File: src/rtl/multicast_tx_scheduler_pkg.sv
// rtl/multicast_tx_scheduler_pkg.sv - shared widths and FSM encoding for the multicast bus
package multicast_tx_scheduler_pkg;

  localparam int DEF_ADDRESS_WIDTH = 4;
  localparam int DEF_BITWIDTH      = 16;
  localparam int DEF_TABLE_DEPTH   = 8;

  typedef enum logic {
    ST_IDLE = 1'b0,
    ST_SEND = 1'b1
  } state_t;

endpackage

File: src/rtl/multicast_tx_scheduler_if.sv
// rtl/multicast_tx_scheduler_if.sv - upstream word handshake plus multicast bus signals
interface multicast_tx_scheduler_if
  import multicast_tx_scheduler_pkg::*;
#(
  parameter int ADDRESS_WIDTH = DEF_ADDRESS_WIDTH,
  parameter int BITWIDTH      = DEF_BITWIDTH
) ();

  logic                     in_valid;
  logic [BITWIDTH-1:0]      in_value;
  logic                     in_ready;
  logic                     bus_ready;
  logic                     tx_enable;
  logic [ADDRESS_WIDTH-1:0] tx_tag;
  logic [BITWIDTH-1:0]      tx_value;
  logic                     busy;
  logic                     word_done;

  modport master (
    input  in_valid, in_value, bus_ready,
    output in_ready, tx_enable, tx_tag, tx_value, busy, word_done
  );

  modport slave (
    output in_valid, in_value, bus_ready,
    input  in_ready, tx_enable, tx_tag, tx_value, busy, word_done
  );

endinterface

File: src/rtl/multicast_tag_table.sv
// rtl/multicast_tag_table.sv - destination tag regfile, gated sync write, async read
module multicast_tag_table
  import multicast_tx_scheduler_pkg::*;
#(
  parameter int  ADDRESS_WIDTH = DEF_ADDRESS_WIDTH,
  parameter int  TABLE_DEPTH   = DEF_TABLE_DEPTH,
  localparam int TABLE_AW      = $clog2(TABLE_DEPTH)
) (
  input  logic                     clk,
  input  logic                     rstb,
  input  logic                     i_we,
  input  logic [TABLE_AW-1:0]      i_waddr,
  input  logic [ADDRESS_WIDTH-1:0] i_wdata,
  input  logic [TABLE_AW-1:0]      i_raddr,
  output logic [ADDRESS_WIDTH-1:0] o_rdata
);

  logic [ADDRESS_WIDTH-1:0] r_tags [TABLE_DEPTH];

  always_ff @(posedge clk) begin
    if (!rstb) begin
      for (int i = 0; i < TABLE_DEPTH; i++) begin
        r_tags[i] <= '0;
      end
    end else if (i_we) begin
      r_tags[i_waddr] <= i_wdata;
    end
  end

  assign o_rdata = r_tags[i_raddr];

endmodule

File: src/rtl/multicast_tx_scheduler.sv
// rtl/multicast_tx_scheduler.sv - replays each upstream word once per active tag-table entry
module multicast_tx_scheduler
  import multicast_tx_scheduler_pkg::*;
#(
  parameter int  ADDRESS_WIDTH = DEF_ADDRESS_WIDTH,
  parameter int  BITWIDTH      = DEF_BITWIDTH,
  parameter int  TABLE_DEPTH   = DEF_TABLE_DEPTH,
  localparam int TABLE_AW      = $clog2(TABLE_DEPTH)
) (
  input  logic                     clk,
  input  logic                     rstb,
  input  logic                     cfg_we,
  input  logic [TABLE_AW-1:0]      cfg_addr,
  input  logic [ADDRESS_WIDTH-1:0] cfg_tag,
  input  logic                     cfg_len_we,
  input  logic [TABLE_AW:0]        cfg_len,
  multicast_tx_scheduler_if.master bus
);

  localparam logic [TABLE_AW:0] LEN_MAX = (TABLE_AW + 1)'(TABLE_DEPTH);

  state_t                   r_state;
  logic [TABLE_AW-1:0]      r_idx;
  logic [TABLE_AW:0]        r_len;
  logic [BITWIDTH-1:0]      r_value;
  logic                     r_word_done;

  logic                     w_idle;
  logic                     w_send;
  logic                     w_tbl_we;
  logic                     w_len_we;
  logic [TABLE_AW:0]        w_len_clamped;
  logic [TABLE_AW:0]        w_len_eff;
  logic                     w_last;
  logic [ADDRESS_WIDTH-1:0] w_tag;

  assign w_idle        = (r_state == ST_IDLE);
  assign w_send        = (r_state == ST_SEND);
  assign w_tbl_we      = cfg_we & w_idle;
  assign w_len_we      = cfg_len_we & w_idle;
  assign w_len_clamped = (cfg_len > LEN_MAX) ? LEN_MAX : cfg_len;
  // A length written in the same cycle as an accepted word governs that word.
  assign w_len_eff     = w_len_we ? w_len_clamped : r_len;
  assign w_last        = ({1'b0, r_idx} == (r_len - (TABLE_AW + 1)'(1)));

  multicast_tag_table #(
    .ADDRESS_WIDTH (ADDRESS_WIDTH),
    .TABLE_DEPTH   (TABLE_DEPTH)
  ) u_tag_table (
    .clk     (clk),
    .rstb    (rstb),
    .i_we    (w_tbl_we),
    .i_waddr (cfg_addr),
    .i_wdata (cfg_tag),
    .i_raddr (r_idx),
    .o_rdata (w_tag)
  );

  always_ff @(posedge clk) begin
    if (!rstb) begin
      r_state     <= ST_IDLE;
      r_idx       <= '0;
      r_len       <= '0;
      r_value     <= '0;
      r_word_done <= 1'b0;
    end else begin
      r_word_done <= 1'b0;
      if (w_len_we) begin
        r_len <= w_len_clamped;
      end
      case (r_state)
        ST_IDLE: begin
          if (bus.in_valid) begin
            if (w_len_eff != '0) begin
              r_value <= bus.in_value;
              r_idx   <= '0;
              r_state <= ST_SEND;
            end else begin
              r_word_done <= 1'b1;
            end
          end
        end
        ST_SEND: begin
          if (bus.bus_ready) begin
            if (w_last) begin
              r_state     <= ST_IDLE;
              r_idx       <= '0;
              r_word_done <= 1'b1;
            end else begin
              r_idx <= r_idx + TABLE_AW'(1);
            end
          end
        end
        default: r_state <= ST_IDLE;
      endcase
    end
  end

  assign bus.in_ready  = w_idle;
  assign bus.tx_enable = w_send;
  assign bus.tx_tag    = w_send ? w_tag : '0;
  assign bus.tx_value  = w_send ? r_value : '0;
  assign bus.busy      = ~w_idle;
  assign bus.word_done = r_word_done;

endmodule

File: src/flat_wrapper.sv
// flat-port wrapper written by rule: the top's interface ports become plain ports
module multicast_tx_scheduler_flat import multicast_tx_scheduler_pkg::*;
#(
  parameter int  ADDRESS_WIDTH = DEF_ADDRESS_WIDTH,
  parameter int  BITWIDTH      = DEF_BITWIDTH,
  parameter int  TABLE_DEPTH   = DEF_TABLE_DEPTH,
  localparam int TABLE_AW      = $clog2(TABLE_DEPTH)
)
  (clk, rstb, cfg_we, cfg_addr, cfg_tag, cfg_len_we, cfg_len, bus_in_valid, bus_in_value, bus_bus_ready, bus_in_ready, bus_tx_enable, bus_tx_tag, bus_tx_value, bus_busy, bus_word_done);
  multicast_tx_scheduler_if #(.ADDRESS_WIDTH(ADDRESS_WIDTH), .BITWIDTH(BITWIDTH)) bus_i ();
  input  logic clk;
  input  logic rstb;
  input  logic cfg_we;
  input  logic [TABLE_AW-1:0] cfg_addr;
  input  logic [ADDRESS_WIDTH-1:0] cfg_tag;
  input  logic cfg_len_we;
  input  logic [TABLE_AW:0] cfg_len;
  input wire logic [$bits(bus_i.in_valid)-1:0] bus_in_valid;
  input wire logic [$bits(bus_i.in_value)-1:0] bus_in_value;
  input wire logic [$bits(bus_i.bus_ready)-1:0] bus_bus_ready;
  output wire logic [$bits(bus_i.in_ready)-1:0] bus_in_ready;
  output wire logic [$bits(bus_i.tx_enable)-1:0] bus_tx_enable;
  output wire logic [$bits(bus_i.tx_tag)-1:0] bus_tx_tag;
  output wire logic [$bits(bus_i.tx_value)-1:0] bus_tx_value;
  output wire logic [$bits(bus_i.busy)-1:0] bus_busy;
  output wire logic [$bits(bus_i.word_done)-1:0] bus_word_done;
  assign bus_i.in_valid = bus_in_valid;
  assign bus_i.in_value = bus_in_value;
  assign bus_i.bus_ready = bus_bus_ready;
  assign bus_in_ready = bus_i.in_ready;
  assign bus_tx_enable = bus_i.tx_enable;
  assign bus_tx_tag = bus_i.tx_tag;
  assign bus_tx_value = bus_i.tx_value;
  assign bus_busy = bus_i.busy;
  assign bus_word_done = bus_i.word_done;
  multicast_tx_scheduler #(.ADDRESS_WIDTH(ADDRESS_WIDTH), .BITWIDTH(BITWIDTH), .TABLE_DEPTH(TABLE_DEPTH)) u_core (.clk(clk), .rstb(rstb), .cfg_we(cfg_we), .cfg_addr(cfg_addr), .cfg_tag(cfg_tag), .cfg_len_we(cfg_len_we), .cfg_len(cfg_len), .bus(bus_i));
endmodule
File: config.mk
export PLATFORM = sky130hd
export DESIGN_NAME = multicast_tx_scheduler_flat
export DESIGN_NICKNAME = d
export VERILOG_FILES = /design/src/rtl/multicast_tx_scheduler_pkg.sv /design/src/rtl/multicast_tx_scheduler_if.sv /design/src/rtl/multicast_tag_table.sv /design/src/rtl/multicast_tx_scheduler.sv /design/src/flat_wrapper.sv
export SDC_FILE = /design/constraint.sdc
export NUM_CORES = 1
export LEC_CHECK = 0
export ABC_CLOCK_PERIOD_IN_PS = 2350
export CORE_UTILIZATION = 46
export CTS_CLUSTER_SIZE = 8
export DETAILED_ROUTE_END_ITERATION = 8
export HOLD_SLACK_MARGIN = 0.05
export PLACE_DENSITY = 0.83
export SETUP_SLACK_MARGIN = 0.2
export SLEW_MARGIN = 15
export SYNTH_ARGS = -nofsm -noshare
export SYNTH_HDL_FRONTEND = slang
export SYNTH_HIERARCHICAL = 1
export SYNTH_SLANG_ARGS = --single-unit
export TNS_END_PERCENT = 5
File: constraint.sdc
create_clock -name clk -period 2.35 [get_ports clk]
set_clock_uncertainty 0.2 [all_clocks]
set_input_delay 0.47 -clock clk [delete_from_list [all_inputs] [get_ports clk]]
set_output_delay 0.47 -clock clk [all_outputs]
set_load 0.02 [all_outputs]
==> results of run 1 <==
logic make-up after synthesis:
logic type                 after synthesis
buffers and inverters                   32
adders and majority gates                2
xor gates and xnor gates                 5
AOI/OAI and AO/OA                       52
DFF                                     57
muxes                                   14
and+or+nand+nor                         97
synthesized netlist by cell type, drive strengths merged:
master	instances	area [um^2]
a21oi	20	104
a221o	1	10.0
a221oi	1	26.3
a311oi	1	8.76
a41o	1	10.0
and2	20	125
and4bb	1	12.5
buf	10	68.8
clkbuf	14	56.3
dfxtp	25	500
edfxtp	32	961
ha	2	25.0
inv	8	30.0
mux2	4	45.0
mux2i	2	20.0
mux4	8	210
nand2	8	30.0
nand2b	3	18.8
nand3	20	100
nand3b	1	7.51
nor2	3	11.3
nor2b	2	12.5
nor3	26	135
nor4	9	56.3
o2111ai	1	8.76
o21ai	22	114
o22ai	1	6.26
o31ai	2	15.0
o32ai	1	8.76
o41ai	1	8.76
or3b	2	17.5
or4	1	11.3
or4b	1	10.0
xnor2	4	35.0
xor2	1	8.76
metrics by stage:
stage | utilization (%) | worst slack [ns]
2_1_floorplan | - | 0.191
6_report | 65.7 | -0.223
5_1_grt | 65.7 | -0.264
4_1_cts | 65.6 | -0.211
3_5_place_dp | 61.5 | -0.325
3_3_place_gp | 61.5 | -0.281
cells in the final DEF (no fill, tap or decap), types with 4 or more instances in the layout:
master / synthesis / final
a21oi_1: 19 / 18
buf_6: 3 / 9
o21ai_0: 14 / 13
and2_4: 0 / 4
nand3_1: 20 / 19
buf_4: 2 / 29
dlygate4sd2_1: 0 / 22
nor4_1: 9 / 9
xnor2_1: 4 / 4
clkbuf_8: 0 / 9
edfxtp_1: 32 / 32
clkdlybuf4s50_1: 0 / 30
nor3_1: 25 / 25
dfxtp_1: 25 / 24
o21ai_1: 7 / 8
nand2_1: 8 / 8
inv_1: 8 / 8
mux4_2: 0 / 7
and2_1: 20 / 16
flip-flops by register name, indices dropped and copies added, names as in the netlist:
signal and flops:
u_core/bus.word_done 1, u_core/r_idx 3, u_core/u_tag_table/r_tags 32, u_core/r_len 4
u_core/bus.busy 1, u_core/r_value 16
worst max-delay path by stage:
| stage | end | slack [ns] |
|---|---|---|
| CTS | bus_tx_tag[1] | -0.21 |
| finish | bus_tx_tag[3] | -0.22 |
| detailed placement | bus_tx_tag[3] | -0.32 |
| floorplan | bus_tx_tag[1] | 0.19 |
| global route | bus_tx_tag[3] | -0.26 |
| global placement | bus_tx_tag[3] | -0.28 |
final cells by class:
cell class | instances | area share [%]
flip-flops and latches | 57 | 37.7
multi-input cells | 170 | 31.4
repair buffers | 93 | 22.4
inverters | 8 | 0.772
clock buffers | 9 | 3.18
well taps | 75 | 2.41
clock inverters | 7 | 2.19
worst max-delay path, cell delays in order (launching register included):
cell     delay (ns)
dfxtp_4        0.39
buf_6          0.11
mux4_2         0.50
mux2_4         0.29
and2_4         0.16
buf_6          0.12
per-layer routing:
metal	share of wire, %	routed length, um	vias to the layer above
met5	0	0	-
met4	2.0	136	0
met3	7.4	514	14
met2	49	3420	100
met1	41	2850	1094
li1	-	-	1130
power by group:
| part | internal [uW] | switching, uW |
|---|---|---|
| Sequential | 1100 | 27.3 |
| Clock | 585 | 376 |
| Combinational | 202 | 204 |
repair_timing:
action                                  CTS  global route
setup buffers                             3             0
hold buffers                              0             0
endpoints found under the setup margin   41            14
resized for setup                        70             1
pin swaps                                 3             2
cloned                                    0             0
==> flow_summary.ini, run 1 <==
[power_and_ir_drop]
leakage_uw = 0.00149
powerDensity_nw_per_um2 = 642
ir_drop_mv = 0.441
fin_total_pwr_uw = 2500

[placement]
place_congestion = 0.841
place_inst = 400
post_dp_cell_area_um2 = 3640
portBuffers = 56
dpl.hpwl_um = 4740

[synthesis]
syn_avg_cell_area_um2 = 10.9
synth_top_family_by_area = simple AND/OR/NAND/NOR gates
synth_fa_ha_area_share_pct = 0.885
yosysWarnings = 6
synth-seq-cells = 57
synth_compound_gate_area_share_pct = 11.3
ys_types = 43
synthesis.area_um2 = 2830
synth-simple-area-share_pct = 19.4
seq_area_frac_synth_pct = 51.7
syn_nets = 294
synthMuxAreaShare_pct = 9.73
synthCells = 259
synth_xor_area_share_pct = 1.55

[grt]
grt-busiest-layer = met2
grt_overflow_total = 0
grt_pass1_wl_um = 10900
grt_pass1_vias = 2297
use_met2_pct = 39.1
track_usage_pct = 23.4
grt_start_max_net_pins = 19
antenna_found_initial = 0
grt_util_met3_pct = 4.77
met1_usage_pct = 28.1

[floorplan]
die_y_um = 80.4
die-area_um2 = 6470
rows = 28
die_w_um = 80.4
start_util_pct = 47.8
core_area_um2 = 5920
io_pins = 57

[clocking]
tritoncts = built
numCtsBuffers = 9
clockBufferDepth = 2
clock-sinks = 57
cts-htree-levels = 3
insertion_delay_ns = 0.33
path_clk_slew_ns = 0.07
root_buffer = clkbuf_8

[final_layout]
diodes = 0
register_area_um2 = 1470
fin_nets = 374
n_fill_cell = 452
finalInstanceArea_um2 = 3890
area_growth_pct = 37.5
fin_cells = 419
multi_input_area_um2 = 1220
drive_gt1_share_pct = 23.5

[sta]
slew_headroom_pct = 72.5
setup_slack_ns = -0.223
setup_viol = 4
rsz0062_at_grt = yes
hold_violations = 0
max_freq_mhz = 389
worst-slew-pin-transition_ns = 0.408
hold_slack_ns = 0.273
final.setup.tns_ns = -0.812
post-route-period-util_pct = 109
finalMaxSlewViolations = 0
final.min_clock_period_ns = 2.57

[critical_path]
rrSetupSlack_ns = 0.35
critPathKind = reg2out
r2r_cells = 5
crit_path_end_kind = primary output
r2r_end = u_core/bus.word_done
crit_path_start_kind = flop
r2r_start = u_core/r_len[0]
worstSetupStartpoint = u_core/r_idx[0]
critPathRequiredTime_ns = 1.68
cp_data_arrival_time_ns = 1.90
path_max_fanout = 4

[worst_hold_path]
hold_start = u_core/r_value[0]
hold_depth = 2
hold_end = u_core/r_value[0]
hold_class = reg2reg

[status]
violations = setup timing
status = finished with violations

[detailed_routing]
final_antenna_net_count = 0
drt_iter0_markers = 113
viasPerCell = 5.58
first_pass_iters = 4
drc = 0
wl_per_cell_um = 16.5
wirelength_um = 6920
dr_total_vias = 2338

[job]
drv_cap = 0
(Power assumes the default switching activity.)
==> run 2, diff against run 1 <==
--- a/config.mk
+++ b/config.mk
@@ -12,7 +12,7 @@
 export HOLD_SLACK_MARGIN = 0.05
 export PLACE_DENSITY = 0.83
 export SETUP_SLACK_MARGIN = 0.2
-export SLEW_MARGIN = 15
+export SLEW_MARGIN = 30
 export SYNTH_ARGS = -nofsm -noshare
 export SYNTH_HDL_FRONTEND = slang
 export SYNTH_HIERARCHICAL = 1
==> results of run 2 <==
No change in the layout: final DEF, timing and power equal those of run 1.
==> run 3, diff against run 2 <==
--- a/config.mk
+++ b/config.mk
@@ -6,12 +6,12 @@
 export NUM_CORES = 1
 export LEC_CHECK = 0
 export ABC_CLOCK_PERIOD_IN_PS = 2350
-export CORE_UTILIZATION = 46
+export CORE_UTILIZATION = 45
 export CTS_CLUSTER_SIZE = 8
 export DETAILED_ROUTE_END_ITERATION = 8
 export HOLD_SLACK_MARGIN = 0.05
-export PLACE_DENSITY = 0.83
-export SETUP_SLACK_MARGIN = 0.2
+export PLACE_DENSITY = 0.81
+export SETUP_SLACK_MARGIN = 0.15
 export SLEW_MARGIN = 30
 export SYNTH_ARGS = -nofsm -noshare
 export SYNTH_HDL_FRONTEND = slang
==> flow_summary.ini, run 3 (synthesis gave the netlist of run 1 again) <==
[status]
status = finished with violations
violations = setup timing

[grt]
antenna_found_initial = 0
grt_start_max_net_pins = 26
grt_overflow_total = 0
grt_pass1_wl_um = 10800
track_usage_pct = 22.8
grt_pass1_vias = 2248

[placement]
place_congestion = 0.785
portBuffers = 56
place_inst = 400
dpl.hpwl_um = 4750
post_dp_cell_area_um2 = 3610

[final_layout]
largest_register_ffs = 32
biggestRegsByFlops = u_core/u_tag_table/r_tags x32, u_core/r_value x16, u_core/r_len x4
final_common_cell = buf_4
utilization_pct = 64.6
diodes = 0
layout_common_cells = buf_4, edfxtp_1, clkdlybuf4s50_1
n_fill_cell = 471
drive_gt1_share_pct = 24.1
fin_cells = 420
regMostFlops = u_core/u_tag_table/r_tags
area_growth_pct = 36.8
fin_nets = 375
finalInstanceArea_um2 = 3870

[power_and_ir_drop]
fin_total_pwr_uw = 2560
powerDensity_nw_per_um2 = 662
ir_drop_mv = 0.491
leakage_uw = 0.00152

[critical_path]
path_cells = buf_6, mux4_2, mux2_2, and2_4, buf_6
crit_path_frequent_cell = buf_6
r2r_cells = 5
crit_path_end_kind = primary output
path_max_fanout = 6
r2r_end = u_core/bus.word_done
worstSetupStartpoint = u_core/r_idx[0]
worstSetupEndpoint = bus_tx_tag[2]
rrSetupSlack_ns = 0.28
crit_path_start_kind = flop
cpMaxStageDelayCell = mux4_2
cp_data_arrival_time_ns = 1.91
critPathKind = reg2out
crit_path_max_incr_delay_ns = 0.49
r2r_start = u_core/r_len[0]
critPathRequiredTime_ns = 1.68

[sta]
setup_viol = 4
slew_headroom_pct = 71.3
rsz0062_at_grt = yes
final.min_clock_period_ns = 2.58
hold_violations = 0
post-route-period-util_pct = 110
setup_slack_ns = -0.226
max_freq_mhz = 388
finalMaxSlewViolations = 0
worst-slew-pin-transition_ns = 0.425

[job]
drv_cap = 0

[detailed_routing]
final_antenna_net_count = 0
viasPerCell = 5.67
drt_iter0_markers = 197
wl_per_cell_um = 16.6
wirelength_um = 6990
drc = 0
first_pass_iters = 5
dr_total_vias = 2382

[clocking]
path_clk_slew_ns = 0.07
cts-htree-levels = 3
hold_buffers = 0
numCtsBuffers = 9
insertion_delay_ns = 0.34
tritoncts = built
clock-sinks = 57
root_buffer = clkbuf_8
clockBufferDepth = 2

[floorplan]
die_y_um = 81.3
io_pins = 57
die-area_um2 = 6610
core_area_um2 = 5990
die_w_um = 81.3
rows = 28
start_util_pct = 47.2

[worst_hold_path]
hold_class = reg2reg
-- run 3: cell count changes in the layout (fill, tap and decap cells not counted), sizes merged --
cell and change:
clkinv -3, dlymetal6s2s +3, dlygate4sd2 -2, inv +2
buf +1, clkdlybuf4s50 -1, clkinvlp +1
-- run 3: how the worst min path moves through the flow --
| stage | from | endpoint | cells past startpoint |
|---|---|---|---|
| floorplan | u_core/r_value[2] | u_core/r_value[2] | 2 |
| global placement | u_core/r_value[2] | u_core/r_value[2] | 2 |
| detailed placement | u_core/r_value[10] | u_core/r_value[10] | 2 |
| CTS | u_core/r_value[10] | u_core/r_value[10] | 2 |
| global route | u_core/r_value[2] | u_core/r_value[2] | 2 |
| finish | u_core/r_value[8] | u_core/r_value[8] | 2 |
-- run 3: critical path, delay by kind of cell, from the launching register on --
kind / cells / cell delay [ns]
buf+inv: 2 / 0.25
mux: 2 / 0.76
flops: 1 / 0.39
simple gates: 1 / 0.16
-- run 3: area by class of cell --
class	instances	area (um^2)	share of cell area [%]
tap	75	93.8	2.42
clock buffer	9	124	3.20
sequential	57	1470	38.0
inverter	8	30.0	0.776
multi-input combinational	170	1200	31.1
clock inverter	7	103	2.65
timing repair buffer	94	845	21.8
-- run 3: routing by layer --
layer  vias to the layer above  GRT usage [%]  wire length (um)
met5                         -              0                 0
met4                         0           13.0               224
met3                        21           7.98               661
met2                       123           35.3              3360
met1                      1102           27.4              2750
li1                       1136              -                 -
-- run 3: where the power goes --
group          total [uW]  internal, uW  switching [uW]  leakage [uW]
combinational         385           194             190      0.000873
clock                1040           607             431      0.000110
sequential           1140          1100            36.6      0.000532
total                2560          1900             658       0.00152
-- run 3: stage by stage --
step	setup TNS (ns)	hold WS [ns]	worst slack, ns
2_1_floorplan	0	0.242	0.191
3_3_place_gp	-4.93	0.250	-0.271
3_5_place_dp	-5.91	0.265	-0.326
4_1_cts	-0.906	0.274	-0.230
5_1_grt	-1.15	0.296	-0.293
6_report	-0.865	0.271	-0.226
-- run 3: repair_timing --
item / CTS / global route
setup endpoints to repair: 41 / 10
resized for setup: 62 / 4
pin swaps: 2 / 3
buffers inserted: 4 / 0
